--- src/rtl/shift_pkg.sv ---
// Shared definitions for the shift_reg datapath and its command sequencer:
// control codes, sequencer states and the op legality check.
package shift_pkg;

  localparam logic [2:0] SR_CLR    = 3'b000;
  localparam logic [2:0] SR_LOAD   = 3'b001;
  localparam logic [2:0] SR_ROR    = 3'b010;
  localparam logic [2:0] SR_ROL    = 3'b011;
  localparam logic [2:0] SR_ASR    = 3'b100;
  localparam logic [2:0] SR_LFSR_R = 3'b110;
  localparam logic [2:0] SR_LFSR_L = 3'b111;

  typedef enum logic [1:0] {
    ST_IDLE,
    ST_LOAD,
    ST_SHIFT,
    ST_DONE
  } state_t;

  // 101 has no datapath meaning; 111 exists in shift_reg but the sequencer refuses it.
  function automatic logic op_legal(input logic [2:0] op);
    case (op)
      SR_CLR, SR_LOAD, SR_ROR, SR_ROL, SR_ASR, SR_LFSR_R: op_legal = 1'b1;
      default:                                            op_legal = 1'b0;
    endcase
  endfunction

endpackage

--- src/rtl/shift_seq_ctrl.sv ---
// Command sequencer for shift_reg: accepts (op, data, cnt), loads once, shifts cnt times,
// then presents the final register value until the consumer takes it.
module shift_seq_ctrl
  import shift_pkg::*;
#(
  parameter int WIDTH = 8,
  parameter int CNT_W = 4
) (
  input  logic             clk,
  input  logic             rst,
  input  logic             cmd_valid,
  output logic             cmd_ready,
  input  logic [2:0]       cmd_op,
  input  logic [WIDTH-1:0] cmd_data,
  input  logic [CNT_W-1:0] cmd_cnt,
  output logic             res_valid,
  input  logic             res_ready,
  output logic [WIDTH-1:0] res_data,
  output logic             res_err,
  output logic [2:0]       sr_ctl,
  output logic [WIDTH-1:0] sr_din,
  input  logic [WIDTH-1:0] sr_dout
);

  state_t           state_q, state_d;
  logic [2:0]       op_q;
  logic [WIDTH-1:0] data_q;
  logic [CNT_W-1:0] rem_q;
  logic             err_q;
  logic             cmd_acc;
  logic             res_acc;

  assign cmd_acc = cmd_valid && cmd_ready;
  assign res_acc = res_valid && res_ready;

  always_ff @(posedge clk or posedge rst) begin
    if (rst) state_q <= ST_IDLE;
    else     state_q <= state_d;
  end

  always_comb begin
    state_d = state_q;
    case (state_q)
      ST_IDLE:  if (cmd_acc) state_d = op_legal(cmd_op) ? ST_LOAD : ST_DONE;
      ST_LOAD:  state_d = (op_q == SR_LOAD || rem_q == '0) ? ST_DONE : ST_SHIFT;
      ST_SHIFT: if (rem_q == CNT_W'(1)) state_d = ST_DONE;
      ST_DONE:  if (res_acc) state_d = ST_IDLE;
      default:  state_d = ST_IDLE;
    endcase
  end

  // A clear command always shifts exactly once, so its count is forced to 1 at accept.
  always_ff @(posedge clk or posedge rst) begin
    if (rst) begin
      rem_q <= '0;
      err_q <= 1'b0;
    end else begin
      if (cmd_acc) begin
        rem_q <= (cmd_op == SR_CLR) ? CNT_W'(1) : cmd_cnt;
        err_q <= !op_legal(cmd_op);
      end else if (state_q == ST_SHIFT) begin
        rem_q <= rem_q - CNT_W'(1);
      end
      if (res_acc) err_q <= 1'b0;
    end
  end

  always_ff @(posedge clk) begin
    if (cmd_acc) begin
      op_q   <= cmd_op;
      data_q <= cmd_data;
    end
  end

  // Outside LOAD/SHIFT the register is held by reloading its own output.
  always_comb begin
    cmd_ready = 1'b0;
    res_valid = 1'b0;
    res_err   = 1'b0;
    res_data  = sr_dout;
    sr_ctl    = SR_LOAD;
    sr_din    = sr_dout;
    if (rst) begin
      sr_ctl = SR_CLR;
    end else begin
      case (state_q)
        ST_IDLE:  cmd_ready = 1'b1;
        ST_LOAD:  sr_din = data_q;
        ST_SHIFT: sr_ctl = op_q;
        ST_DONE: begin
          res_valid = 1'b1;
          res_err   = err_q;
        end
        default: ;
      endcase
    end
  end

endmodule

--- config.mk ---
export PLATFORM = sky130hd
export DESIGN_NAME = shift_seq_ctrl
export DESIGN_NICKNAME = d
export VERILOG_FILES = /design/src/rtl/shift_pkg.sv /design/src/rtl/shift_seq_ctrl.sv
export SDC_FILE = /design/constraint.sdc
export NUM_CORES = 1
export LEC_CHECK = 0
export CELL_PAD_IN_SITES_DETAIL_PLACEMENT = 1
export CELL_PAD_IN_SITES_GLOBAL_PLACEMENT = 2
export CORE_MARGIN = 2
export CORE_UTILIZATION = 21
export DETAILED_ROUTE_END_ITERATION = 10
export PLACE_DENSITY = 0.8
export SYNTH_ARGS = -nofsm -noshare
export SYNTH_HDL_FRONTEND = slang
export SYNTH_SLANG_ARGS = --single-unit
export TNS_END_PERCENT = 50
--- constraint.sdc ---
create_clock -name clk -period 1.63 [get_ports clk]
set_input_delay 0.326 -clock clk [delete_from_list [all_inputs] [get_ports clk]]
set_output_delay 0.326 -clock clk [all_outputs]
set_load 0.05 [all_outputs]
# ---- After elaboration in Yosys (flattened, before gate mapping)
# Index checks and enable logic that the tools add are counted.
dict set report totals {
  reg_bits 18
  inputBits 27
}
dict set report classes {
  eq_ne 13
  n_mux 24
  n_reduce_logical 11
  addsub 1
}
# cell count
set op_table {}
lappend op_table {{2-to-1 mux 8 bit} 2}
lappend op_table {{2-to-1 mux 1 bit} 12}
lappend op_table {{2-to-1 mux 4 bit} 3}
lappend op_table {{2-to-1 mux 2 bit} 4}
lappend op_table {{one-hot mux 2 bit (4 select lines)} 1}
lappend op_table {{== test 3 x 1 -> 1 bit, second input constant} 2}
lappend op_table {{== test 3 x 2 -> 1 bit, second input constant} 2}
lappend op_table {{== test 3 bit, second input constant} 2}
lappend op_table {{2-to-1 mux 3 bit} 2}
lappend op_table {{inequality test 2 bit, second input constant} 3}
lappend op_table {{OR reduction 6 bit} 1}
lappend op_table {{== test 2 bit, second input constant} 2}
lappend op_table {{== test 4 x 1 -> 1 bit, second input constant} 1}
lappend op_table {{zero test 4 bit} 1}
lappend op_table {{nonzero test 2 bit} 2}
lappend op_table {{subtractor 4 x 1 -> 4 bit, second input constant} 1}
lappend op_table {{zero test 3 bit} 1}
lappend op_table {{AND reduction 3 bit} 1}
lappend op_table {{== test 2 x 1 -> 1 bit, second input constant} 1}
lappend op_table {{logical AND 1 bit} 2}
lappend op_table {{zero test 2 bit} 1}
lappend op_table {{zero test 1 bit} 1}
lappend op_table {{logical OR 1 bit} 1}

# ---- Logic depth before layout (Yosys ltp)
dict set report depth {
  word_depth 9
  depth_mapped 6
  depth_no_buf 6
}

# ---- Least setup slack after synthesis
# OpenSTA, ideal clock, no wires.
dict set report synth_timing {
  path_type {reg-to-output}
  start {register state_q[1]}
  end {output res_err}
  t_arrival_ns 1.861
  n_path_buf 0
  slack_ns -0.557
  t_required_ns 1.304
  path_stages_with_launch 4
  path_cell_list {dfrtp_1 > ha_1 > nor2b_1 > and2_1}
}
dict set report synth_between {
  elab_chain_cells 3
}
# item line_no
set synth_lines {}
lappend synth_lines {{start, declared} shift_seq_ctrl.sv:25} ;# state_t state_q, state_d;
lappend synth_lines {{start signal, assigned} shift_seq_ctrl.sv:38} ;# else state_q <= state_d;
lappend synth_lines {{== test 2 bit} shift_seq_ctrl.sv:86} ;# case (state_q)
lappend synth_lines {{2-to-1 mux 1 bit} shift_seq_ctrl.sv:86}
lappend synth_lines {{2-to-1 mux 1 bit} shift_seq_ctrl.sv:83} ;# if (rst) begin
lappend synth_lines {{end, declared} shift_seq_ctrl.sv:19} ;# output logic res_err,
# Every way passes these cells.

# ---- Final worst setup path
dict set report layout_timing {
  start {register state_q[1]}
  end {output sr_din[4]}
}
dict set report layout_between {
  elab_chain_cells 3
}
# item line_no
set layout_lines {}
lappend layout_lines {{== test 2 x 1 -> 1 bit} shift_seq_ctrl.sv:86}
lappend layout_lines {{2-to-1 mux 8 bit} shift_seq_ctrl.sv:86}
lappend layout_lines {{2-to-1 mux 8 bit} shift_seq_ctrl.sv:83}
lappend layout_lines {{end, declared} shift_seq_ctrl.sv:21} ;# output logic [WIDTH-1:0] sr_din,
# Every way passes these cells.

==> run_results.csv <==
group,metric,value,unit
yosys,yosysTopAreaCellShare,31.6,%
worst_setup_path,cp.required,1.30,ns
clocking,insertion_delay,0.26,ns
power_and_ir_drop,power_leakage,0.000961,uW
layout,final_common_cell,"buf_4",
layout,layout_common_cells,"buf_4 (39), clkdlybuf4s50_1 (25), buf_12 (19)",
sta,setup_ws,-0.341,ns
status,violations,"negative setup slack",
yosys,syn_inst,95,
sta,drv_slew,0,
yosys,synthFlopType,"edfxtp_1",
sta,hold_viol_final,0,
yosys,yosysTopAreaCell,"edfxtp_1",
clocking,cts_tree,"yes",
worst_setup_path,reg2reg_slack,-0.15,ns
sta,fmax,0.507,GHz
floorplanning,coreArea,4750,um2
power_and_ir_drop,total_power,3070,uW
worst_setup_path,startpoint_type,"register",
detailed_routing,drt_iter0_markers,21,
clocking,cts_root_buf,"clkbuf_8",
worst_setup_path,rr_worst_depth,7,
layout,fin_cells,245,
worst_setup_path,crit_cells,6,
sta,setup_viol,22,
yosys,synth_area,1050,um2
layout,final_net_count,213,
layout,nFillCells,509,
worst_setup_path,worst_setup_path_end_kind,"output pin",
global_route,grt_pass1_vias,1157,
worst_setup_path,worstReg2RegEnd,"state_q[1]",
detailed_routing,drt-pass1-iter-count,4,
global_route,grt_pass1_wl,5.56,mm
global_route,grt_max_degree,11,
floorplanning,die_h,74.6,um
clocking,cts_made_buffers,3,
worst_setup_path,worstSetupPathType,"reg2out",
global_route,antenna_found_initial,0,
floorplanning,die-area,5560,um2
placed_design,finalWeightedCongestion,0.761,
power_and_ir_drop,vdd_drop_max,0.335,mV
floorplanning,rows,25,
detailed_routing,wl_per_cell,14.9,um
floorplanning,die_w,74.6,um
placed_design,portBuffers,48,
floorplanning,start_util,22.0,%
yosys,ys_seq_area_share,48.3,%
global_route,grt_remaining_overflow,0,
sta,tightest_slew,0.367,ns
detailed_routing,wirelength,3.65,mm
worst_setup_path,critPathLaunch,"state_q[1]",
power_and_ir_drop,p_per_area,1360,nW/um2
detailed_routing,final_antenna_net_count,0,
clocking,cts_hold_buf,0,
sta,rsz0062_at_grt,"yes",
yosys,syn-mean-instance-area,11.0,um2
yosys,syn-num-nets,129,
min_path,min_path_type,"in2async",
floorplanning,io-pin-count,49,
clocking,h-tree-depth,1,
worst_setup_path,slowest_stage,"dfrtp_1",
yosys,yosys-top-cells-area,"edfxtp_1 (32%), dfrtp_1 (17%), mux2_2 (8.6%)",
worst_setup_path,cp.arrival,1.65,ns
detailed_routing,vias_per_cell,4.24,
global_route,grt.total_usage,14.0,%
worst_setup_path,slowest_delay,0.40,ns
worst_setup_path,reg2reg_from,"state_q[0]",
yosys,synth_edf_count,11,
layout,area_delta_synth_final,115,%
job,drv_cap,0,
clocking,clkTransAtPathRegs,0.07,ns
detailed_routing,via_count,1038,
placed_design,place_inst,231,
worst_setup_path,crit_path_end,"sr_din[4]",
worst_setup_path,cp.buffers_inverters,3,
sta,slew_headroom,75.5,%
detailed_routing,drcViolationCount,0,
layout,drive_gt1_share,54.5,%
worst_setup_path,crit_family,"flip-flops",
yosys,async_flop_share,38.9,%
sta,min_period_over_period,121,%
placed_design,hpwl,2.71,mm
layout,antennaDiodeCount,0,
sta,final.min_clock_period,1.97,ns
sta,skew,0.00645,ns
yosys,synth_seq_cells,18,
worst_setup_path,cp_max_fo,8,
worst_setup_path,crit_chain,"inv_2 -> ha_4 -> nor2b_4 -> buf_8 -> mux2_4 -> buf_12",
yosys,netlist-cell-type-count,28,
clocking,clock_path_buffers,2,
status,status,"complete, but fails checks",
clocking,clock_sinks,18,
yosys,yosysWarnings,0,
## cell type report
cell class	instances	area (um2)	area share (%)
timing repair buffer	89	1000	44.5
multi-input combinational	60	586	26.0
sequential	18	505	22.4
tap	67	83.8	3.72
clock buffer	4	45.0	2.00
inverter	7	30.0	1.33
## sequential cells by signal, indices dropped and copies added (netlist names)
| signal | flops |
|---|---|
| err_q | 1 |
| op_q | 3 |
| rem_q | 4 |
| data_q | 8 |
| state_q | 2 |
## metal layers
layer,track usage (%),vias up,part of all wire (%)
met5,0,-,0
met4,9.72,0,3.4
met3,2.98,12,6.3
met2,25.0,49,52
met1,14.4,488,38
li1,-,489,-
## Yosys cell counts, types with 2 or more instances
library cell	number
nor3b_1	2
ha_1	7
nand2_1	4
mux2_2	8
nor2b_1	4
buf_4	9
edfxtp_1	11
o21ai_0	4
a21oi_1	5
nor3_1	5
nor2_1	5
dfrtp_1	7
a21o_1	2
and3_1	2
inv_1	7
## cells by family after synthesis
logic type	share of synthesized area, %
AND/OR/NAND/NOR	14.8
flip-flops	48.3
buffers and inverters	9.33
AO/OA/AOI/OAI	8.85
multiplexers	8.61
adder cells (fa/ha/maj)	8.37
XOR/XNOR	1.67
## how the worst min path moves through the flow
stage / to / slack [ns] / depth (start not counted)
2_1_floorplan: err_q / 0.14 / 1
3_3_place_gp: err_q / 0.55 / 2
3_5_place_dp: err_q / 0.56 / 2
4_1_cts: state_q[0] / 0.57 / 5
5_1_grt: data_q[6] / 0.61 / 1
6_report: state_q[1] / 0.58 / 5
## report_power, final
group | leakage [uW] | total, uW | internal (uW) | switching, uW
logic | 0.000754 | 2070 | 1090 | 974
clock network | 0.0000228 | 326 | 174 | 152
registers | 0.000184 | 678 | 603 | 75.4
total | 0.000961 | 3070 | 1870 | 1200
## through the flow
stage / instance area (um2) / utilization (%) / setup TNS (ns) / hold slack (ns) / setup WS, ns
5_1_grt: 2250 / 47.4 / -6.18 / 0.612 / -0.411
6_report: 2250 / 47.4 / -4.45 / 0.583 / -0.341
2_1_floorplan: 1080 / - / -0.746 / 0.140 / -0.147
4_1_cts: 2210 / 46.6 / -4.30 / 0.570 / -0.340
3_3_place_gp: 1980 / 41.7 / -5.02 / 0.550 / -0.293
3_5_place_dp: 1980 / 41.7 / -5.47 / 0.559 / -0.389
## worst register-to-register path: cells and delay by family (launching register included)
family,cells,cell delay (ns)
simple gates,1,0.05
fa+ha+maj,1,0.22
flops,1,0.41
buf+inv,3,0.52
compound gates,2,0.50
## timing repair
item,4_1_cts,5_1_grt
buffers inserted,8,2
gates resized for setup,33,7
setup endpoints to repair,28,29
pin swaps,2,3
Power figures use the tool's default switching activity.
